==> src/rtl/alu_exec_unit.sv <==
// ALU execution unit: single-cycle compute, LATENCY-1 pipeline stages, credit-guarded result FIFO
// broadcasting phys_result wakeups. Optional macro ALU_EXEC_X0_SUPPRESS_EN drops tag-0 results at FIFO push.

package common;
  typedef enum logic [3:0] {
    ALU_ADD  = 4'd0,
    ALU_SUB  = 4'd1,
    ALU_AND  = 4'd2,
    ALU_OR   = 4'd3,
    ALU_XOR  = 4'd4,
    ALU_SLL  = 4'd5,
    ALU_SRL  = 4'd6,
    ALU_SRA  = 4'd7,
    ALU_SLT  = 4'd8,
    ALU_SLTU = 4'd9
  } alu_cmd_t;
endpackage

module alu_exec_unit
  import common::*;
#(
  parameter int LATENCY           = 1,
  parameter int RESULT_FIFO_DEPTH = 2
) (
  input  logic                 clk,
  input  logic                 rst,
  input  logic                 flush,
  input  logic                 alu_cmd_valid,
  output logic                 issue_ready,
  input  common::alu_cmd_t     issue_alu_cmd,
  input  logic [31:0]          issue_op1,
  input  logic [31:0]          issue_op2,
  input  logic [7:0]           phys_rd,
  output logic                 phys_result_valid,
  output logic [7:0]           phys_result_tag,
  output logic [31:0]          phys_result_data,
  input  logic                 wb_ready
);

  localparam int PTR_W  = $clog2(RESULT_FIFO_DEPTH);
  localparam int CNT_W  = $clog2(RESULT_FIFO_DEPTH + LATENCY) + 1;
  localparam int PIPE_N = (LATENCY > 1) ? LATENCY - 1 : 1;

  function automatic logic [31:0] alu_compute(alu_cmd_t cmd, logic [31:0] a, logic [31:0] b);
    logic [4:0] sh;
    sh = b[4:0];
    case (cmd)
      ALU_ADD:  return a + b;
      ALU_SUB:  return a - b;
      ALU_AND:  return a & b;
      ALU_OR:   return a | b;
      ALU_XOR:  return a ^ b;
      ALU_SLL:  return a << sh;
      ALU_SRL:  return a >> sh;
      ALU_SRA:  return $unsigned($signed(a) >>> sh);
      ALU_SLT:  return {31'd0, ($signed(a) < $signed(b))};
      ALU_SLTU: return {31'd0, (a < b)};
      default:  return 32'd0;
    endcase
  endfunction

  logic              accept_s;
  logic [31:0]       result_s;
  logic              push_valid_s;
  logic              push_en_s;
  logic [7:0]        push_tag_s;
  logic [31:0]       push_data_s;
  logic [CNT_W-1:0]  inflight_s;
  logic              pop_s;

  logic [7:0]        fifo_tag_r  [RESULT_FIFO_DEPTH];
  logic [31:0]       fifo_data_r [RESULT_FIFO_DEPTH];
  logic [PTR_W-1:0]  wr_ptr_r;
  logic [PTR_W-1:0]  rd_ptr_r;
  logic [CNT_W-1:0]  count_r;

  assign accept_s = alu_cmd_valid && issue_ready;
  assign result_s = alu_compute(issue_alu_cmd, issue_op1, issue_op2);

  generate
    if (LATENCY > 1) begin : g_pipe
      logic [PIPE_N-1:0] pipe_valid_r;
      logic [7:0]        pipe_tag_r  [PIPE_N];
      logic [31:0]       pipe_data_r [PIPE_N];

      // Non-stalling result pipeline; stage 0 captures the result computed in the issue cycle
      always_ff @(posedge clk or negedge rst) begin
        if (!rst) begin
          pipe_valid_r <= '0;
          for (int i = 0; i < PIPE_N; i++) begin
            pipe_tag_r[i]  <= 8'd0;
            pipe_data_r[i] <= 32'd0;
          end
        end else if (flush) begin
          pipe_valid_r <= '0;
        end else begin
          pipe_valid_r[0] <= accept_s;
          pipe_tag_r[0]   <= phys_rd;
          pipe_data_r[0]  <= result_s;
          for (int i = 1; i < PIPE_N; i++) begin
            pipe_valid_r[i] <= pipe_valid_r[i-1];
            pipe_tag_r[i]   <= pipe_tag_r[i-1];
            pipe_data_r[i]  <= pipe_data_r[i-1];
          end
        end
      end

      // Count of valid pipeline stages, each holding a reserved FIFO credit
      always_comb begin
        inflight_s = '0;
        for (int i = 0; i < PIPE_N; i++) begin
          inflight_s = inflight_s + CNT_W'(pipe_valid_r[i]);
        end
      end

      assign push_valid_s = pipe_valid_r[PIPE_N-1];
      assign push_tag_s   = pipe_tag_r[PIPE_N-1];
      assign push_data_s  = pipe_data_r[PIPE_N-1];
    end else begin : g_nopipe
      assign inflight_s   = '0;
      assign push_valid_s = accept_s;
      assign push_tag_s   = phys_rd;
      assign push_data_s  = result_s;
    end
  endgenerate

`ifdef ALU_EXEC_X0_SUPPRESS_EN
  assign push_en_s = push_valid_s && (push_tag_s != 8'h00);
`else
  assign push_en_s = push_valid_s;
`endif

  assign pop_s = (count_r != '0) && wb_ready;

  // Result FIFO; flush wins over both push and pop
  always_ff @(posedge clk or negedge rst) begin
    if (!rst) begin
      wr_ptr_r <= '0;
      rd_ptr_r <= '0;
      count_r  <= '0;
      for (int i = 0; i < RESULT_FIFO_DEPTH; i++) begin
        fifo_tag_r[i]  <= 8'd0;
        fifo_data_r[i] <= 32'd0;
      end
    end else if (flush) begin
      wr_ptr_r <= '0;
      rd_ptr_r <= '0;
      count_r  <= '0;
    end else begin
      if (push_en_s) begin
        fifo_tag_r[wr_ptr_r]  <= push_tag_s;
        fifo_data_r[wr_ptr_r] <= push_data_s;
        wr_ptr_r              <= wr_ptr_r + PTR_W'(1);
      end
      if (pop_s) begin
        rd_ptr_r <= rd_ptr_r + PTR_W'(1);
      end
      case ({push_en_s, pop_s})
        2'b10:   count_r <= count_r + CNT_W'(1);
        2'b01:   count_r <= count_r - CNT_W'(1);
        default: count_r <= count_r;
      endcase
    end
  end

  // Credit check uses registered state only, so a same-cycle pop cannot raise it
  assign issue_ready       = (count_r + inflight_s) < CNT_W'(RESULT_FIFO_DEPTH);
  assign phys_result_valid = (count_r != '0);
  assign phys_result_tag   = fifo_tag_r[rd_ptr_r];
  assign phys_result_data  = fifo_data_r[rd_ptr_r];

endmodule

==> config.mk <==
export PLATFORM = sky130hd
export DESIGN_NAME = alu_exec_unit
export DESIGN_NICKNAME = d
export VERILOG_FILES = /design/src/rtl/alu_exec_unit.sv
export SDC_FILE = /design/constraint.sdc
export NUM_CORES = 1
export LEC_CHECK = 0
export ABC_AREA = 1
export ABC_CLOCK_PERIOD_IN_PS = 1980
export BUFFER_PORTS_ARGS = -buffer_cell sky130_fd_sc_hd__buf_2
export CAP_MARGIN = 20
export CORE_UTILIZATION = 54
export CTS_CLUSTER_DIAMETER = 60
export DETAILED_ROUTE_END_ITERATION = 6
export GPL_TIMING_DRIVEN = 0
export PLACE_DENSITY = 0.75
export SYNTH_ARGS = -nofsm -noshare
export SYNTH_HDL_FRONTEND = slang
export SYNTH_SLANG_ARGS = --single-unit
==> constraint.sdc <==
create_clock -name clk -period 1.98 [get_ports clk]
set_input_delay 0.297 -clock clk [delete_from_list [all_inputs] [get_ports clk]]
set_output_delay 0.297 -clock clk [all_outputs]
set_load 0.05 [all_outputs]
==> results.toml, run 1 <==
[status]
status = "did not finish"
lastStage = "5_1_grt"
error = "[ERROR GRT-0232] Routing congestion too high. Check the congestion heatmap in the GUI."

[synth]
yosysWarnings = 0
synth_ff_type = "dfrtp_1"
synth-async-reset-ratio = 1.00
netlist_area_mm2 = 0.0140
syn_nets = 2825
syn_area_per_cell_um2 = 5.31
yosysUniqueCellTypes = 45
synthCells = 2644
synth_seq_cells = 85
synth_edf_count = 0
seq_area_frac_synth = 0.151

[clock_tree]
cts_made_buffers = 9
clock_path_buffers = 2
h-tree-depth = 3
root_buffer = "clkbuf_16"
clock-sinks = 85

[floorplan]
initial_utilization = 0.555
io_pins = 123
dieWidth_um = 163
num_rows = 58
die_h_um = 163

[global_routing]
overflow = 12
grt_max_degree = 78
gr-usage-all-layers = 0.645

[timing]
worst_endpoint_kind = "sequential cell input"
timing.grt.repair.worst_endpoint = "fifo_data_r[59]$_DFFE_PN0P_/D"

[placement]
routabilityCongestion = 1.17
portBuffers = 122
dp_hpwl_um = 55400
## through the flow
stage / TNS, ps / utilization / instance area [µm²] / std cells / worst slack (ps)
CTS: -1140 / 0.686 / 17400 / 3170 / -129
floorplan: -1020 / - / 14300 / 2644 / -64.7
detailed placement: -52940 / 0.606 / 15300 / 3097 / -1170
global placement: -50940 / 0.604 / 15300 / 3096 / -1130
## Yosys cell counts, types with 2 or more instances
cell type | instances | area (µm²)
inv_2 | 5 | 18.8
nand4_1 | 32 | 200
a21oi_1 | 64 | 320
xor2_1 | 4 | 35.0
o22ai_1 | 17 | 106
buf_2 | 57 | 285
ha_1 | 97 | 1210
o211ai_1 | 25 | 188
nand3b_1 | 4 | 30.0
buf_6 | 6 | 67.6
nand2_2 | 4 | 25.0
and2_1 | 21 | 131
nor2_1 | 173 | 649
dfrtp_1 | 85 | 2130
nor2_2 | 11 | 68.8
nor2_4 | 3 | 33.8
and3_1 | 2 | 12.5
o2111ai_1 | 5 | 43.8
nor3_2 | 3 | 30.0
o21ai_0 | 76 | 380
or2_2 | 2 | 12.5
clkbuf_1 | 33 | 124
nand3_1 | 411 | 2060
nand2_1 | 1093 | 4100
o21ai_1 | 8 | 40.0
inv_1 | 332 | 1250
nor3_1 | 22 | 110
fa_1 | 3 | 60.1
o21bai_1 | 10 | 75.1
a31oi_1 | 2 | 12.5
buf_1 | 7 | 26.3
o221ai_1 | 4 | 35.0
buf_4 | 9 | 67.6
a221oi_1 | 3 | 26.3
## layer usage
metal | GRT usage | overflow
met5 | 0.169 | 0
met4 | 0.553 | 7
met3 | 0.416 | 1
met2 | 0.842 | 4
met1 | 0.700 | 0
## kinds of logic after synthesis
family	after synthesis	share of synthesized area
AO/OA/AOI/OAI	217	0.0892
XOR/XNOR	5	0.00312
adder cells (fa/ha/maj)	100	0.0907
buffers and inverters	452	0.132
flip-flops	85	0.151
multiplexers	1	0.000713
AND/OR/NAND/NOR	1784	0.533
## what timing repair did
action,in CTS
gates resized for setup,387
setup buffers,58
pin swaps,96
endpoints found under the setup margin,105
hold buffers,1
hold endpoints to repair,8
==> run 2, diff against run 1 <==
--- a/config.mk
+++ b/config.mk
@@ -9,11 +9,10 @@
 export ABC_CLOCK_PERIOD_IN_PS = 1980
 export BUFFER_PORTS_ARGS = -buffer_cell sky130_fd_sc_hd__buf_2
 export CAP_MARGIN = 20
-export CORE_UTILIZATION = 54
-export CTS_CLUSTER_DIAMETER = 60
+export CORE_UTILIZATION = 39
 export DETAILED_ROUTE_END_ITERATION = 6
 export GPL_TIMING_DRIVEN = 0
-export PLACE_DENSITY = 0.75
+export PLACE_DENSITY_LB_ADDON = 0.15
 export SYNTH_ARGS = -nofsm -noshare
 export SYNTH_HDL_FRONTEND = slang
 export SYNTH_SLANG_ARGS = --single-unit
==> results.toml, run 2 <==
[status]
status = "complete, but fails checks"
failed_checks = "negative setup slack"

[finish]
utilization = 0.527
largest_reg_flops = 64
drive_gt1_frac = 0.270
layout_common_cells = "nand2_1 (944), nand3_1 (317), inv_1 (291)"
fin_cells = 3314
top_regs = "fifo_data_r x64, fifo_tag_r x16, count_r x3"
num-fill-cells = 3771
nets = 3028
area_growth_pct = 33.1
final_common_cell = "nand2_1"
top_register = "fifo_data_r"

[synth]
synth_ff_type = "dfrtp_1"
yosys.area_share.simple = 0.533
synthMuxAreaShare = 0.000713
seq_area_frac_synth = 0.151
synth_xor_area_frac = 0.00312
synth_edf_count = 0
synth.top_cell.area_share = 0.292
yosysWarnings = 0
synth_top_area_cell = "nand2_1"
synth_most_common_cell = "nand2_1"
netlist_area_mm2 = 0.0140
synth_common_cells = "nand2_1 (1,093), nand3_1 (411), inv_1 (332)"
synth-async-reset-ratio = 1.00
synthTopCellsByArea = "nand2_1 (29%), dfrtp_1 (15%), nand3_1 (15%)"
yosysUniqueCellTypes = 45
syn_area_per_cell_um2 = 5.31
synth_seq_cells = 85
synth-compound-area-share = 0.0892
synth_fa_ha_area_frac = 0.0907
syn_nets = 2825
synthCells = 2644
synth_top_family_by_area = "simple AND/OR/NAND/NOR gates"

[power]
vdd_drop_max_mv = 1.33
sw_frac_of_total = 0.549
power_frac_comb = 0.649
clkPwrFrac = 0.128
p_total_w = 0.0131
p_int_w = 0.00592
p_sw_w = 0.00719
p_per_area_mw_per_mm2 = 701
p_seq_frac = 0.222
leakagePower_nw = 10.2

[clock_tree]
clkLatencyLatePin_ps = 330
root_buffer = "clkbuf_16"
clock_path_buffers = 2
clk_pin_slew_ps = 60
clock-sinks = 85
tritoncts = "yes"
cts_made_buffers = 9
h-tree-depth = 3

[placement]
routabilityCongestion = 1.08
portBuffers = 122
dp_hpwl_um = 61500
dpl.cell_count = 3228

[floorplan]
num_rows = 69
core_mm2 = 0.0355
dieWidth_um = 192
die_h_um = 192
io_pins = 123
dieArea_mm2 = 0.0368
initial_utilization = 0.396

[critical_path]
path_delay_family = "simple AND/OR/NAND/NOR gates"
arrival_ps = 2340
reg2reg_depth = 7
crit_path_cell_trace = "buf_12 -> buf_8 -> inv_8 -> buf_12 -> buf_12 -> ha_4 -> inv_4 -> nand2_2 -> nand2_2 -> and2_4 -> nand2_2 -> nand3b_1 -> nand2_1 -> nand3_2 -> nand3_2 -> nand2_4 -> o21ai_2 -> nand2_1"
cp-end-kind = "flop"
r2r-start = "count_r[2]$_DFFE_PN0P_"
startpoint_type = "input port"
crit_buf_inv = 6
cp_slowest_cell = "ha_4"
critPathRequiredTime_ps = 2200
crit_fanout = 7
worstReg2RegEnd = "fifo_data_r[23]$_DFFE_PN0P_"
critPathKind = "input port to flop"
r2r_slack_ps = 140
max_stage_delay_ps = 300

[detailed_routing]
first_pass_iters = 6
vias = 19100
route.detailed.drc = 0
ant_nets = 0
vias_per_cell = 5.77
wire_per_inst_um = 23.1
initialDrtViolationCount = 2177
routed_wl_um = 76600

[timing]
rsz0062_at_grt = "true"
whs_ps = 226
fin_crit_ps = 2130
slew_violations = 0
final.setup_skew_ps = 9.33
min_period_over_period = 1.07
finalWorstSetupSlack_ps = -148
maxSlewHeadroom = 0.517
max_freq_mhz = 470
hold_violations = 0
setup_viol = 38
worstMarginPinSlew_ps = 724

[global_routing]
grt_pass1_vias = 17300
grt_pass1_wl_um = 110000
antenna_found_initial = 1
gr-usage-all-layers = 0.408
grt_max_degree = 72
overflow = 0

[hold_path]
hold_path.class = "input port to flop"
hold_path_startpoint = "phys_rd[5]"
whs_endpoint = "fifo_tag_r[13]$_DFFE_PN0P_"
min_path_cells = 3

[job]
maxCapViolations = 0
run 2: worst max path at each step:
stage                     cells after the start                     endpoint           from
after global placement                       16   fifo_data_r[7]$_DFFE_PN0P_   issue_op2[4]
after detailed placement                     16  fifo_data_r[39]$_DFFE_PN0P_   issue_op2[4]
final                                        18  fifo_data_r[19]$_DFFE_PN0P_   issue_op2[1]
after CTS                                    17  fifo_data_r[11]$_DFFE_PN0P_   issue_op2[1]
after floorplan                              19  fifo_data_r[13]$_DFFE_PN0P_   issue_op2[2]
after global routing                         16  fifo_data_r[19]$_DFFE_PN0P_  issue_op2[10]
run 2: layout make-up:
| type | count | area [µm²] | share of cell area |
|---|---|---|---|
| inverters | 339 | 1340 | 0.0718 |
| multi-input cells | 2107 | 12100 | 0.649 |
| repair buffers | 198 | 1390 | 0.0742 |
| well taps | 461 | 577 | 0.0309 |
| flip-flops and latches | 85 | 2130 | 0.114 |
| diodes | 1 | 2.50 | 0.000134 |
| clock inverters | 6 | 68.8 | 0.00368 |
| plain buffers | 107 | 830 | 0.0444 |
| clock buffers | 10 | 229 | 0.0122 |
run 2: power by group through the flow:
stage          clock (W)  combinational, W  sequential (W)
3_3_place_gp           0           0.00724         0.00288
2_1_floorplan          0           0.00519         0.00282
6_report         0.00168           0.00851         0.00291
4_1_cts          0.00171           0.00790         0.00289
5_1_grt          0.00177           0.00914         0.00299
3_5_place_dp           0           0.00732         0.00291
run 2: layer usage:
layer / wire length, µm / vias to the layer above / share of wire / GRT usage
met5: 75 / - / 0.00098 / 0
met4: 4420 / 2 / 0.058 / 0.208
met3: 8260 / 229 / 0.11 / 0.0806
met2: 32300 / 1190 / 0.42 / 0.627
met1: 31500 / 8881 / 0.41 / 0.540
li1: - / 8825 / - / -
run 2: stage by stage:
stage | TNS, ps | setup slack (ps) | area [µm²]
2_1_floorplan | -1020 | -64.7 | 14300
3_3_place_gp | -64230 | -1100 | 15500
3_5_place_dp | -55160 | -1100 | 15500
4_1_cts | -1460 | -103 | 17400
5_1_grt | -6260 | -225 | 18700
6_report | -2820 | -148 | 18700
run 2: tightest hold or removal path: cells and delay by family:
family | cells | cell delay [ps]
AO/OA/AOI/OAI | 1 | 70
buffers and inverters | 2 | 140
run 2: logic make-up (layout without fill, tap and decap cells):
group,Yosys count,count (layout)
mux,1,1
xor+xnor,5,5
simple gates,1784,1784
other cells,0,1
flops,85,85
buf+inv,452,660
fa+ha+maj,100,100
compound gates,217,217
run 2: repair_timing:
item,in CTS,in global routing
pin swaps,78,85
endpoints found under the hold margin,14,0
buffers inserted,49,25
hold buffers,1,0
endpoints found under the setup margin,104,106
resized for setup,384,335
Power figures use the tool's default switching activity.
==> run 3, diff against run 2 <==
--- a/config.mk
+++ b/config.mk
@@ -5,7 +5,6 @@
 export SDC_FILE = /design/constraint.sdc
 export NUM_CORES = 1
 export LEC_CHECK = 0
-export ABC_AREA = 1
 export ABC_CLOCK_PERIOD_IN_PS = 1980
 export BUFFER_PORTS_ARGS = -buffer_cell sky130_fd_sc_hd__buf_2
 export CAP_MARGIN = 20
@@ -13,6 +12,7 @@
 export DETAILED_ROUTE_END_ITERATION = 6
 export GPL_TIMING_DRIVEN = 0
 export PLACE_DENSITY_LB_ADDON = 0.15
+export RECOVER_POWER = 100
 export SYNTH_ARGS = -nofsm -noshare
 export SYNTH_HDL_FRONTEND = slang
 export SYNTH_SLANG_ARGS = --single-unit
==> results.toml, run 3 <==
[status]
status = "complete, but fails checks"
failed_checks = "negative setup slack"

[critical_path]
critPathRequiredTime_ps = 2210
reg2reg_depth = 7
startpoint_type = "input port"
worstReg2RegEnd = "fifo_data_r[42]$_DFFE_PN0P_"
critPathKind = "input port to flop"
r2r_slack_ps = -110
crit_fanout = 8
crit_start = "issue_op2[4]"
cp-end-kind = "flop"
r2r-start = "count_r[1]$_DFFE_PN0P_"
arrival_ps = 3580

[detailed_routing]
wire_per_inst_um = 28.0
route.met3.wl_um = 6370
vias_per_cell = 6.51
ant_nets = 0
first_pass_iters = 5
dr_wl_met2_um = 26000
wl_met1_um = 23900
top_layer = "met4"
initialDrtViolationCount = 1524
routed_wl_um = 60000
route.detailed.drc = 0
vias = 14000

[finish]
top_register = "fifo_data_r"
multi_input_area_mm2 = 0.0104
layout_common_cells = "nand2_1 (193), nor2_1 (127), buf_2 (111)"
ff_latch_area_mm2 = 0.00213
num-fill-cells = 2957
final_common_cell = "nand2_1"
largest_reg_flops = 64
drive_gt1_frac = 0.337
nets = 1923
top_regs = "fifo_data_r x64, fifo_tag_r x16, count_r x3"
fin_cells = 2145
area_growth_pct = 31.1

[power]
p_per_area_mw_per_mm2 = 811
vdd_drop_max_mv = 0.574
leakagePower_nw = 6.92
p_total_w = 0.0129

[synth]
synth_seq_cells = 85
yosysWarnings = 0
synthTopCellsByArea = "dfrtp_1 (17%), mux4_2 (10%), ha_1 (10%)"
seq_area_frac_synth = 0.175
synth_common_cells = "nand2_1 (196), o21ai_0 (136), nor2_1 (134)"
synth-async-reset-ratio = 1.00
synth_edf_count = 0
yosysUniqueCellTypes = 84
syn_area_per_cell_um2 = 7.83
synth_top_area_cell = "dfrtp_1"
netlist_area_mm2 = 0.0122
syn_nets = 1736
synth.top_cell.area_share = 0.175
synthCells = 1555
synth_most_common_cell = "nand2_1"
synth_ff_type = "dfrtp_1"

[global_routing]
grt_pass1_wl_um = 87400
grt_max_degree = 68
gr-usage-all-layers = 0.376
antenna_found_initial = 1
grt_pass1_vias = 13200
overflow = 0

[hold_path]
hold_path_startpoint = "phys_rd[3]"
min_path_cells = 3
whs_endpoint = "fifo_tag_r[3]$_DFFE_PN0P_"
hold_path.class = "input port to flop"

[placement]
dp_hpwl_um = 46300
portBuffers = 119
dpl.cell_count = 2072
routabilityCongestion = 1.05
pre_cts_ws_ps = -2260

[timing]
finalWorstSetupSlack_ps = -1370
slew_violations = 0
worstMarginPinSlew_ps = 1050
final.setup_skew_ps = 9.25
max_freq_mhz = 299
setup_viol = 68
rsz0062_at_grt = "true"
min_period_over_period = 1.69
maxSlewHeadroom = 0.301
fin_crit_ps = 3350
hold_violations = 0
setup-tns-final_ps = -56420

[clock_tree]
root_buffer = "clkbuf_16"
clkLatencyLatePin_ps = 350
clk_pin_slew_ps = 70
cts_made_buffers = 9
clock_path_buffers = 2
h-tree-depth = 3
tritoncts = "yes"
clock-sinks = 85

[floorplan]
dieWidth_um = 179
initial_utilization = 0.397
die_h_um = 179
dieArea_mm2 = 0.0319
core_mm2 = 0.0307
io_pins = 123
num_rows = 64

[job]
maxCapViolations = 0
## run 3: cell types whose count changed in the layout (fill, tap and decap cells not counted), moves of 28 or more
cell | previous run | this run
mux2i_1 | 1 | 30
nand3_2 | 69 | 2
nand2_1 | 944 | 193
nand3_1 | 317 | 30
o21ai_0 | 47 | 86
nand2_4 | 29 | 1
nor2_2 | 38 | 6
nor2_4 | 39 | 1
mux4_2 | 0 | 54
buf_4 | 95 | 67
mux2_2 | 0 | 58
a21oi_1 | 36 | 100
nand2_2 | 124 | 2
inv_1 | 291 | 86
## run 3: final cells by class
| class | instances | area share |
|---|---|---|
| diodes | 2 | 0.000314 |
| well taps | 396 | 0.0310 |
| repair buffers | 184 | 0.0755 |
| clock inverters | 7 | 0.00580 |
| flip-flops and latches | 85 | 0.133 |
| inverters | 98 | 0.0269 |
| clock buffers | 9 | 0.0141 |
| multi-input cells | 1247 | 0.650 |
| plain buffers | 117 | 0.0635 |
## run 3: kinds of logic (layout without fill, tap and decap cells)
group,count (synthesis),in the layout,synth area share
mux,169,169,0.202
flops,85,85,0.175
buf+inv,223,415,0.0732
simple gates,469,469,0.169
fa+ha+maj,100,100,0.105
xor+xnor,25,25,0.0180
other cells,0,2,0
compound gates,484,484,0.258
## run 3: how the worst max path moves through the flow
stage | slack (ps) | end | depth (start not counted)
finish | -1370 | fifo_data_r[43]$_DFFE_PN0P_ | 14
global placement | -2260 | fifo_data_r[11]$_DFFE_PN0P_ | 15
floorplan | -1220 | fifo_data_r[15]$_DFFE_PN0P_ | 15
detailed placement | -2260 | fifo_data_r[11]$_DFFE_PN0P_ | 15
global route | -1440 | fifo_data_r[43]$_DFFE_PN0P_ | 15
CTS | -1390 | fifo_data_r[43]$_DFFE_PN0P_ | 15
## run 3: what timing repair did
action                                  4_1_cts  5_1_grt
hold buffers                                  1        0
endpoints found under the setup margin      119       97
endpoints found under the hold margin        18        0
gates cloned                                  0        0
pin swaps                                    57       60
buffers inserted                             40       25
gates resized for setup                     207      173
## run 3: metal layers
| layer | vias up | GRT usage |
|---|---|---|
| met5 | - | 0 |
| met4 | 0 | 0.190 |
| met3 | 215 | 0.0821 |
| met2 | 964 | 0.584 |
| met1 | 6711 | 0.490 |
| li1 | 6071 | - |
## run 3: through the flow
stage	hold WS (ps)	instance area, µm²	util
6_report	147	16000	0.520
5_1_grt	149	16000	0.520
4_1_cts	138	15300	0.497
3_5_place_dp	197	13800	0.450
3_3_place_gp	454	13800	0.449
2_1_floorplan	1.41	12700	-
## run 3: report_power, final
group | leakage [nW] | switching, W | internal, W
Clock | 0.149 | 0.000793 | 0.00101
Combinational | 5.68 | 0.00530 | 0.00290
Sequential | 1.10 | 0.000427 | 0.00251
## run 3: critical path: stages
cell and delay, ps:
buf_8 120, inv_4 50, buf_8 130, ha_1 280, buf_6 140, or4_4 540, a21oi_2 130, o21bai_1 100
a211o_2 340, a311oi_2 330, mux2i_1 170, xnor2_2 370, o211ai_1 240, mux2_4 330
